===== src/rtl/l2_pkg.sv =====
// Shared definitions for the L2 cache controller.
//   - Address geometry: 64-byte lines, 32 sets, 4 ways.
//   - state_t : controller FSM states.
//   - line_addr() : builds a line-aligned byte address from a tag and a set index.
package l2_pkg;

  localparam int ADDR_W   = 32;
  localparam int OFFSET_W = 6;
  localparam int INDEX_W  = 5;
  localparam int WAYS     = 4;
  localparam int TAG_W    = ADDR_W - INDEX_W - OFFSET_W;
  localparam int SETS     = 1 << INDEX_W;

  typedef enum logic [2:0] {
    IDLE,
    COMPARE,
    WRITEBACK,
    FETCH,
    REFILL,
    DONE
  } state_t;

  function automatic logic [ADDR_W-1:0] line_addr(input logic [TAG_W-1:0]   tag,
                                                  input logic [INDEX_W-1:0] idx);
    return {tag, idx, {OFFSET_W{1'b0}}};
  endfunction

endpackage


===== src/rtl/l2_cache_controller_replace.sv =====
// Per-set replacement state for the L2 (module l2_replace).
// Build option: L2_PLRU_EN
//   defined   : 3-bit tree pseudo-LRU per set, updated by touch; victim is the PLRU leaf.
//   undefined : 2-bit round-robin pointer per set, advanced by alloc; victim is the pointer.
// Ports:
//   clk, nrst  : clock, synchronous active-low reset (clears all replacement state)
//   set_idx    : set being looked up / updated
//   touch      : access to used_way of set_idx has completed
//   alloc      : a line is being refilled into set_idx
//   used_way   : way that was touched
//   victim     : replacement candidate for set_idx (combinational)
module l2_replace
  import l2_pkg::*;
(
  input  logic               clk,
  input  logic               nrst,
  input  logic [INDEX_W-1:0] set_idx,
  input  logic               touch,
  input  logic               alloc,
  input  logic [1:0]         used_way,
  output logic [1:0]         victim
);

`ifdef L2_PLRU_EN
  // bit 0: root (0 = evict from ways 0/1, 1 = from ways 2/3)
  // bit 1: pair 0/1 (0 = way 0, 1 = way 1); bit 2: pair 2/3 (0 = way 2, 1 = way 3)
  logic [2:0] tree [SETS];
  logic [2:0] cur;
  logic       unused_alloc;

  assign cur          = tree[set_idx];
  assign unused_alloc = alloc;
  assign victim       = cur[0] ? {1'b1, cur[2]} : {1'b0, cur[1]};

  always_ff @(posedge clk) begin
    if (!nrst) begin
      for (int s = 0; s < SETS; s++) tree[s] <= '0;
    end else if (touch) begin
      // point every node on the touched path away from the touched leaf
      if (!used_way[1]) tree[set_idx] <= {cur[2], ~used_way[0], 1'b1};
      else              tree[set_idx] <= {~used_way[0], cur[1], 1'b0};
    end
  end
`else
  logic [1:0] ptr [SETS];
  logic       unused_touch;

  assign unused_touch = ^{touch, used_way};
  assign victim       = ptr[set_idx];

  always_ff @(posedge clk) begin
    if (!nrst) begin
      for (int s = 0; s < SETS; s++) ptr[s] <= '0;
    end else if (alloc) begin
      ptr[set_idx] <= ptr[set_idx] + 2'd1;
    end
  end
`endif

endmodule


===== src/rtl/l2_cache_controller.sv =====
// L2 cache controller: tag/valid/dirty state for 32 sets x 4 ways, hit/miss
// resolution, victim write-back and line fetch sequencing. Carries no data.
// Build option: L2_PLRU_EN selects tree PLRU replacement (default: round-robin).
// Ports:
//   clk, nrst    : clock, synchronous active-low reset
//   l1_req/l1_we/l1_addr : L1 request (held by L1 until l2_ready), 1 = line write-back
//   l2_ready     : one-cycle completion pulse
//   index_L1_L2, way : data array set/way select (stable from COMPARE through DONE)
//   update       : data array write strobe for L1 data (DONE of a write)
//   refill       : data array write strobe for memory data (REFILL)
//   mem_req/mem_we/mem_addr/mem_ready : memory handshake
// Handshake: mem_req is held with stable mem_we/mem_addr until mem_ready is seen
// with mem_req high; mem_req drops the following cycle, and mem_ready is
// ignored while mem_req is low. All outputs are registered.
module l2_cache_controller
  import l2_pkg::*;
(
  input  logic               clk,
  input  logic               nrst,
  input  logic               l1_req,
  input  logic               l1_we,
  input  logic [ADDR_W-1:0]  l1_addr,
  output logic               l2_ready,
  output logic [INDEX_W-1:0] index_L1_L2,
  output logic [1:0]         way,
  output logic               update,
  output logic               refill,
  output logic               mem_req,
  output logic               mem_we,
  output logic [ADDR_W-1:0]  mem_addr,
  input  logic               mem_ready
);

  state_t           state, state_d;
  logic [TAG_W-1:0] tag_q;
  logic             we_q;
  logic [1:0]       way_d;

  logic [TAG_W-1:0] tags  [SETS][WAYS];
  logic [WAYS-1:0]  valid [SETS];
  logic [WAYS-1:0]  dirty [SETS];

  logic       hit;
  logic [1:0] hit_way;
  logic       has_invalid;
  logic [1:0] inv_way;
  logic [1:0] repl_way;
  logic [1:0] victim_way;
  logic       victim_dirty;
  logic       mem_hs;
  logic       unused_offset;

  assign mem_hs        = mem_req && mem_ready;
  assign unused_offset = ^l1_addr[OFFSET_W-1:0];

  l2_replace u_replace (
    .clk      (clk),
    .nrst     (nrst),
    .set_idx  (index_L1_L2),
    .touch    (state == DONE),
    .alloc    (state == REFILL),
    .used_way (way),
    .victim   (repl_way)
  );

  // Tag lookup on the latched request; the descending loop leaves the
  // lowest-numbered invalid way in inv_way.
  always_comb begin
    hit         = 1'b0;
    hit_way     = 2'd0;
    has_invalid = 1'b0;
    inv_way     = 2'd0;
    for (int w = WAYS - 1; w >= 0; w--) begin
      if (valid[index_L1_L2][w] && (tags[index_L1_L2][w] == tag_q)) begin
        hit     = 1'b1;
        hit_way = 2'(w);
      end
      if (!valid[index_L1_L2][w]) begin
        has_invalid = 1'b1;
        inv_way     = 2'(w);
      end
    end
    victim_way   = has_invalid ? inv_way : repl_way;
    victim_dirty = valid[index_L1_L2][victim_way] && dirty[index_L1_L2][victim_way];
  end

  always_comb begin
    state_d = state;
    way_d   = way;
    case (state)
      IDLE:      if (l1_req) state_d = COMPARE;
      COMPARE: begin
        if (hit) begin
          way_d   = hit_way;
          state_d = DONE;
        end else begin
          way_d   = victim_way;
          state_d = victim_dirty ? WRITEBACK : FETCH;
        end
      end
      WRITEBACK: if (mem_hs) state_d = FETCH;
      FETCH:     if (mem_hs) state_d = REFILL;
      REFILL:    state_d = COMPARE;
      DONE:      state_d = IDLE;
      default:   state_d = IDLE;
    endcase
  end

  // Outputs are registered from the next state so they line up with it.
  always_ff @(posedge clk) begin
    if (!nrst) begin
      state       <= IDLE;
      tag_q       <= '0;
      we_q        <= 1'b0;
      index_L1_L2 <= '0;
      way         <= '0;
      l2_ready    <= 1'b0;
      update      <= 1'b0;
      refill      <= 1'b0;
      mem_req     <= 1'b0;
      mem_we      <= 1'b0;
      mem_addr    <= '0;
    end else begin
      state <= state_d;
      way   <= way_d;
      if (state == IDLE && l1_req) begin
        tag_q       <= l1_addr[ADDR_W-1:ADDR_W-TAG_W];
        index_L1_L2 <= l1_addr[OFFSET_W+INDEX_W-1:OFFSET_W];
        we_q        <= l1_we;
      end
      l2_ready <= (state_d == DONE);
      update   <= (state_d == DONE) && we_q;
      refill   <= (state_d == REFILL);
      // the !mem_hs term forces the one-cycle gap between WRITEBACK and FETCH
      mem_req  <= ((state_d == WRITEBACK) || (state_d == FETCH)) && !mem_hs;
      mem_we   <= (state_d == WRITEBACK);
      if (state_d == WRITEBACK)
        mem_addr <= line_addr(tags[index_L1_L2][way_d], index_L1_L2);
      else if (state_d == FETCH)
        mem_addr <= line_addr(tag_q, index_L1_L2);
    end
  end

  always_ff @(posedge clk) begin
    if (!nrst) begin
      for (int s = 0; s < SETS; s++) begin
        valid[s] <= '0;
        dirty[s] <= '0;
      end
    end else begin
      if (state == REFILL) begin
        valid[index_L1_L2][way] <= 1'b1;
        dirty[index_L1_L2][way] <= 1'b0;
      end else if (state == WRITEBACK && mem_hs) begin
        dirty[index_L1_L2][way] <= 1'b0;
      end else if (state == DONE && we_q) begin
        dirty[index_L1_L2][way] <= 1'b1;
      end
    end
  end

  // Tags need no reset: a tag is only looked at when its valid bit is set.
  always_ff @(posedge clk) begin
    if (nrst && state == REFILL) tags[index_L1_L2][way] <= tag_q;
  end

endmodule


===== config.mk =====
export PLATFORM = sky130hd
export DESIGN_NAME = l2_cache_controller
export DESIGN_NICKNAME = d
export VERILOG_FILES = /design/src/rtl/l2_pkg.sv /design/src/rtl/l2_cache_controller_replace.sv /design/src/rtl/l2_cache_controller.sv
export SDC_FILE = /design/constraint.sdc
export NUM_CORES = 2
export LEC_CHECK = 0
export CAP_MARGIN = 20
export CELL_PAD_IN_SITES_DETAIL_PLACEMENT = 1
export CELL_PAD_IN_SITES_GLOBAL_PLACEMENT = 1
export CORE_MARGIN = 3
export CORE_UTILIZATION = 55
export CTS_BUF_LIST = sky130_fd_sc_hd__clkbuf_8 sky130_fd_sc_hd__clkbuf_16
export DETAILED_ROUTE_END_ITERATION = 7
export PLACE_DENSITY = 0.75
export RECOVER_POWER = 100
export SETUP_SLACK_MARGIN = 0.3
export SLEW_MARGIN = 20
export SYNTH_ARGS = -nofsm -noshare
export SYNTH_HDL_FRONTEND = slang
export SYNTH_SLANG_ARGS = --single-unit

===== constraint.sdc =====
create_clock -name clk -period 5.92 [get_ports clk]
set_input_delay 1.184 -clock clk [delete_from_list [all_inputs] [get_ports clk]]
set_output_delay 1.184 -clock clk [all_outputs]
set_load 0.02 [all_outputs]

Word-level counts from Yosys, hierarchy flattened
Memories as Yosys holds them, arrays and structs flattened. A register that Yosys moved wholly into a read port is not among the register bits.
Index checks and enable logic that the tools add are counted.
{ "word_totals": {"reg_bits": 63, "latchBits": 0, "mem_bits_rw": 3008, "mem_bits_ro": 0, "inputBits": 37, "out_inout_bits": 44, "elab_cells": 145, "mem_count": 4} }
{ "mem_list": {"columns": ["memory", "depth", "word_bits", "read_ports", "rd_ports_with_merged_regs", "write_ports", "line", "text"], "rows": [
  ["tags", 32, 84, 1, 1, 1, "l2_cache_controller.sv:39", "logic [TAG_W-1:0] tags [SETS][WAYS];"],
  ["dirty", 32, 4, 1, 1, 32, "l2_cache_controller.sv:41", "logic [WAYS-1:0] dirty [SETS];"],
  ["valid", 32, 4, 1, 1, 32, "l2_cache_controller.sv:40", "logic [WAYS-1:0] valid [SETS];"],
  ["u_replace.ptr", 32, 2, 1, 1, 32, "l2_cache_controller_replace.sv:45", "logic [1:0] ptr [SETS];"]
]} }
{ "classes": {"n_addsub": 1, "mul": 0, "div_mod_pow": 0, "order_cmp": 6, "eq_ne": 13, "shifts": 0, "n_mux": 79, "bitwise": 10, "reduce_logical": 21} }
{ "op_table": {"columns": ["operator", "count"], "rows": [
  ["21-bit == test", 4],
  ["84-bit two-way mux", 1],
  ["32-bit two-way mux", 2],
  ["21-bit two-way mux", 3],
  ["5-bit two-way mux", 11],
  ["21-bit binary-select mux with 2-bit select", 1],
  ["21-bit demux with 2-bit select", 1],
  ["1-bit two-way mux", 33],
  ["4-bit two-way mux", 7],
  ["2-bit two-way mux", 12],
  ["3-bit case mux with 5 select lines", 1],
  ["1-bit logical AND", 14],
  ["3-bit by 2-bit == test with 1-bit output, second input constant", 4],
  ["3-bit == test, second input constant", 4],
  ["3-bit two-way mux", 4],
  ["1-bit OR", 8],
  ["4-bit OR reduction", 2],
  ["3-bit >= comparator, second input constant", 2],
  ["2-bit by 3-bit less-than comparator with 1-bit output, second input constant", 2],
  ["2-bit NOT with 3-bit output", 2],
  ["1-bit binary-select mux with 2-bit select", 2],
  ["3-bit by 1-bit == test with 1-bit output, second input constant", 1],
  ["3-bit logical NOT", 1],
  ["3-bit by 1-bit less-than comparator with 1-bit output, second input constant", 1],
  ["other kinds (7)", 7]
]} }

Longest topological paths before layout
{ "depth": {"depth_word": 14, "depth_mapped": 21, "mapped_depth_nobuf": 15} }

Cells and area by module
Synthesis repeated with hierarchy kept, for this count alone.
{ "hier_totals": {"cells_unflattened": 6817, "hier_area_um2": 123378.3} }
{ "modules_own_cells": {"columns": ["mod", "instances", "cells_per_inst", "area_each_um2"], "rows": [
  ["l2_cache_controller", 1, 6518, 120096.4],
  ["l2_replace", 1, 299, 3281.9]
]} }

Least setup slack after synthesis
Ideal clock, no wire load.
{ "synth_timing": {"path_type": "register -> register", "startpoint": "register tag_q[11]", "endpoint": "register mem_addr[19]", "arrival_ns": 4.848, "path_slack_ns": 0.940, "path_stages_with_launch": 13, "period_less_slack_ns": 4.980, "path_cell_list": "dfxtp_1 -> clkbuf_1 -> clkinv_1 -> xnor2_1 -> o2111ai_1 -> or4_1 -> nor4_1 -> a21oi_1 -> or3_4 -> nand2_2 -> mux4_2 -> o21ai_0 -> a21oi_1"} }
{ "synth_between": {"elab_chain_len": 13, "word_cells_on_any_way": 28, "classes_between": "eq/ne: 6; mux: 16; bitwise: 1; reduce/logical: 5"} }
{ "synth_lines": {"columns": ["item", "line", "text"], "rows": [
  ["from (decl)", "l2_cache_controller.sv:35", "logic [TAG_W-1:0] tag_q;"],
  ["from (signal assigned)", "l2_cache_controller.sv:127", "tag_q <= l1_addr[ADDR_W-1:ADDR_W-TAG_W];"],
  ["21-bit == test", "l2_cache_controller.sv:74", "if (valid[index_L1_L2][w] && (tags[index_L1_L2][w] == tag_q)) begin"],
  ["1-bit logical AND", "l2_cache_controller.sv:74", null],
  ["2-bit two-way mux / 1-bit two-way mux (equally long branches) (4 in series)", "l2_cache_controller.sv:74", null],
  ["2-bit two-way mux", "l2_cache_controller.sv:93", "if (hit) begin"],
  ["2-bit two-way mux", "l2_cache_controller.sv:90", "case (state)"],
  ["2-bit NOT with 3-bit output (not written as such)", "l2_cache_controller.sv:138", "mem_addr <= line_addr(tags[index_L1_L2][way_d], index_L1_L2);"],
  ["21-bit binary-select mux with 2-bit select", "l2_cache_controller.sv:138", null],
  ["21-bit two-way mux (not written as such) (2 in series)", "l2_cache_controller.sv:138", null],
  ["32-bit two-way mux", "l2_cache_controller.sv:137", "if (state_d == WRITEBACK)"],
  ["to (signal assigned)", "l2_cache_controller.sv:138", null],
  ["to (signal assigned)", "l2_cache_controller.sv:140", "mem_addr <= line_addr(tag_q, index_L1_L2);"],
  ["to (decl)", "l2_cache_controller.sv:30", "output logic [ADDR_W-1:0] mem_addr,"]
]} }
Several ways; a longest one is shown, not always the timed one. The select of a mux whose other input is x is not followed.
A chain may end at the register's enable or synchronous reset.

==> flow_metrics.py <==
metrics = {
    "status": {
        "status": "complete, but fails checks",
        "violations": "capacitance limit, slew limit",
    },
    "clocking": {
        "cts_buffer_depth": 4,
        "cts_tree": "yes",
        "clock_latency_ns": 1.00,
        "cts_buffers": 327,
        "cts.sinks": 3076,
        "cts-htree-levels": 5,
        "clockRootBuffer": "clkbuf_16",
        "path_clk_slew_ns": 0.07,
    },
    "global_route": {
        "grt_max_degree": 137,
        "grt_pass1_wl_mm": 599,
        "grt_pass1_vias": 73900,
        "gr-total-overflow": 0,
        "met1_usage": 0.516,
        "antenna_found_initial": 28,
        "grt_util_met2": 0.565,
        "busiest_layer": "met2",
        "grt_use_met3": 0.107,
        "grt_usage": 0.378,
    },
    "pwr": {
        "power_uw": 48700,
        "peakVddDrop_uv": 329,
        "pwr_density_cell_nw_per_um2": 347,
        "leakage_uw": 0.0465,
    },
    "placement": {
        "port_buffers": 68,
        "dpl.cell_count": 9975,
        "hpwl_mm": 272,
        "gp_congestion": 0.997,
    },
    "yosys": {
        "async_flop_share": 0,
        "ys_seq_elements": 3076,
        "syn-cell-area_um2": 123000,
        "synth_area_leaders": "edfxtp_1 (70%), mux4_2 (9.9%), mux2i_1 (4.0%)",
        "synth_top_area_frac": 0.702,
        "netlist_instances": 6731,
        "synth_edf_count": 2880,
        "synth_top_area_cell": "edfxtp_1",
        "ys.warnings.count": 0,
        "synth_cell_types": 101,
        "yosysSeqAreaShare": 0.734,
        "synth_area_per_cell_um2": 18.3,
        "synthFlopType": "edfxtp_1",
    },
    "floorplan": {
        "start_util": 0.554,
        "io_pins": 81,
        "core.rowCount": 173,
        "die_h_um": 479,
        "die-area_um2": 230000,
        "fp.dieW_um": 479,
        "fp.coreArea_um2": 223000,
    },
    "drt": {
        "antenna_left": 0,
        "routed-via-count": 74000,
        "wl_per_cell_um": 41.3,
        "wl_mm": 437,
        "via_per_inst": 6.99,
        "first_pass_iters": 5,
        "drc_errors": 0,
        "dr.first_iter.drc_count": 12000,
    },
    "layout": {
        "layout_commonest_cell": "edfxtp_1",
        "num-nets-final": 7393,
        "layout.cells.non_filler": 10600,
        "fill_cells": 19000,
        "syn2layout_area_growth_pct": 14.0,
        "final_cell_mix": "edfxtp_1 (2880), mux4_2 (541), mux2i_1 (496)",
        "drive_gt1_frac": 0.220,
    },
    "setup_path": {
        "critPathArrivalTime_ns": 6.71,
        "critPathCaptureType": "register",
        "path_class": "reg2reg",
        "required_ns": 6.84,
        "worst-path-max-fanout": 28,
        "cp-start-kind": "register",
    },
    "worst_hold_path": {
        "hp-class": "reg2reg",
        "hold_start": "valid[1][1]",
    },
    "timing": {
        "slew-limit-headroom": -1.56,
        "drv_slew": 4486,
        "rsz0062_at_grt": "true",
        "worst_pin_slew_ns": 3.84,
        "skew_ns": 0.0727,
        "layout_min_cycle_time_ns": 5.79,
        "period_share": 0.978,
        "setup_viol_count_final": 0,
        "hold_viol_final": 0,
        "max_freq_ghz": 0.173,
    },
    "flow_run": {
        "max_cap_viol_count": 156,
    },
}
[logic make-up (layout without fill, tap and decap cells)]
| logic type | count (synthesis) | after routing | synth area share |
|---|---|---|---|
| AOI/OAI and AO/OA | 903 | 903 | 0.0502 |
| xor gates and xnor gates | 81 | 81 | 0.00576 |
| buffers and inverters | 460 | 1314 | 0.0228 |
| DFF | 3076 | 3076 | 0.734 |
| muxes | 1087 | 1087 | 0.145 |
| other | 1 | 25 | 0.0000304 |
| and+or+nand+nor | 1123 | 1123 | 0.0425 |
[stage by stage]
step / cell area (um2) / util / setup slack [ns] / TNS [ns] / hold slack, ns
6_report: 140000 / 0.631 / 0.131 / 0 / 0.444
5_1_grt: 140000 / 0.631 / 0.111 / 0 / 0.459
4_1_cts: 141000 / 0.634 / 0.329 / 0 / 0.445
3_5_place_dp: 131000 / 0.589 / -0.233 / -0.590 / 0.431
3_3_place_gp: 131000 / 0.588 / -0.261 / -0.774 / 0.425
2_1_floorplan: 123000 / - / 0.940 / 0 / 0.418
[worst paths after layout]
kind                  end  slack [ns]  depth (start not counted)
max          mem_addr[16]        0.13                         20
min           valid[1][1]        0.44                          1
max reg2reg  mem_addr[16]        0.13                         20
min reg2reg   valid[1][1]        0.44                          1
[final cells by class]
type                    count  area [um2]  share of cell area
clock buffers             346        8530              0.0608
diodes                     19        47.5            0.000339
clock inverters           217        1430              0.0102
inverters                  19        73.8            0.000526
multi-input cells        3200       30400               0.217
repair buffers            732        5760              0.0410
flip-flops and latches   3076       90400               0.644
well taps                2975        3720              0.0265
[flip-flops by register name, summed over array words and instances (netlist names), named ones only]
register / count
tag_q: 21
mem_we: 1
l2_ready: 1
update: 1
tags: 2688
u_replace.ptr: 64
valid: 128
dirty: 128
refill: 1
we_q: 1
index_L1_L2: 5
state: 3
mem_addr: 26
mem_req: 1
way: 2
[critical path, cell delays in order, from the launching register on]
cell      delay, ns
dfxtp_1        0.42
buf_12         0.23
buf_12         0.14
buf_12         0.23
buf_12         0.26
mux2_2         0.36
a221oi_1       0.46
nand2_1        0.15
a211oi_2       0.47
buf_4          0.20
a211o_1        0.35
xor2_1         0.12
nand2_1        0.15
and4b_1        0.32
nor4_1         0.28
buf_4          0.22
o211ai_2       0.17
buf_12         0.20
buf_4          0.16
a211oi_1       0.46
o221a_2        0.29
[cell usage after synthesis (21+ instances only)]
| library cell | n |
|---|---|
| a21o_1 | 131 |
| a21oi_1 | 87 |
| a22oi_1 | 202 |
| and2_1 | 21 |
| buf_1 | 26 |
| buf_2 | 82 |
| buf_4 | 76 |
| buf_6 | 74 |
| clkbuf_1 | 173 |
| dfxtp_1 | 196 |
| edfxtp_1 | 2880 |
| mux2_2 | 39 |
| mux2i_1 | 496 |
| mux4_2 | 541 |
| nand2_1 | 289 |
| nand2b_1 | 21 |
| nand3_1 | 138 |
| nand4_1 | 34 |
| nor2_1 | 421 |
| nor2b_1 | 23 |
| nor3_1 | 27 |
| nor4_1 | 27 |
| o21ai_0 | 174 |
| o22ai_1 | 112 |
| xnor2_1 | 50 |
| xor2_1 | 31 |
[metal layers]
metal | vias to the layer above | routed length, um
met5 | - | 13
met4 | 2 | 25900
met3 | 1092 | 55400
met2 | 5629 | 197000
met1 | 38800 | 158000
li1 | 28500 | -
[report_power, final]
part	leakage (uW)	internal, uW	switching (uW)
clock	0.00519	11100	8430
sequential	0.0285	24000	299
combinational	0.0128	1680	3220
[repair_timing]
| action | 4_1_cts | 5_1_grt |
|---|---|---|
| pin swaps | 1 | 0 |
| cloned | 0 | 0 |
| hold buffers | 0 | 0 |
| setup endpoints to repair | 26 | 26 |
| buffers inserted | 9 | 16 |
| resized for setup | 7 | 9 |
(Power assumes the default switching activity.)
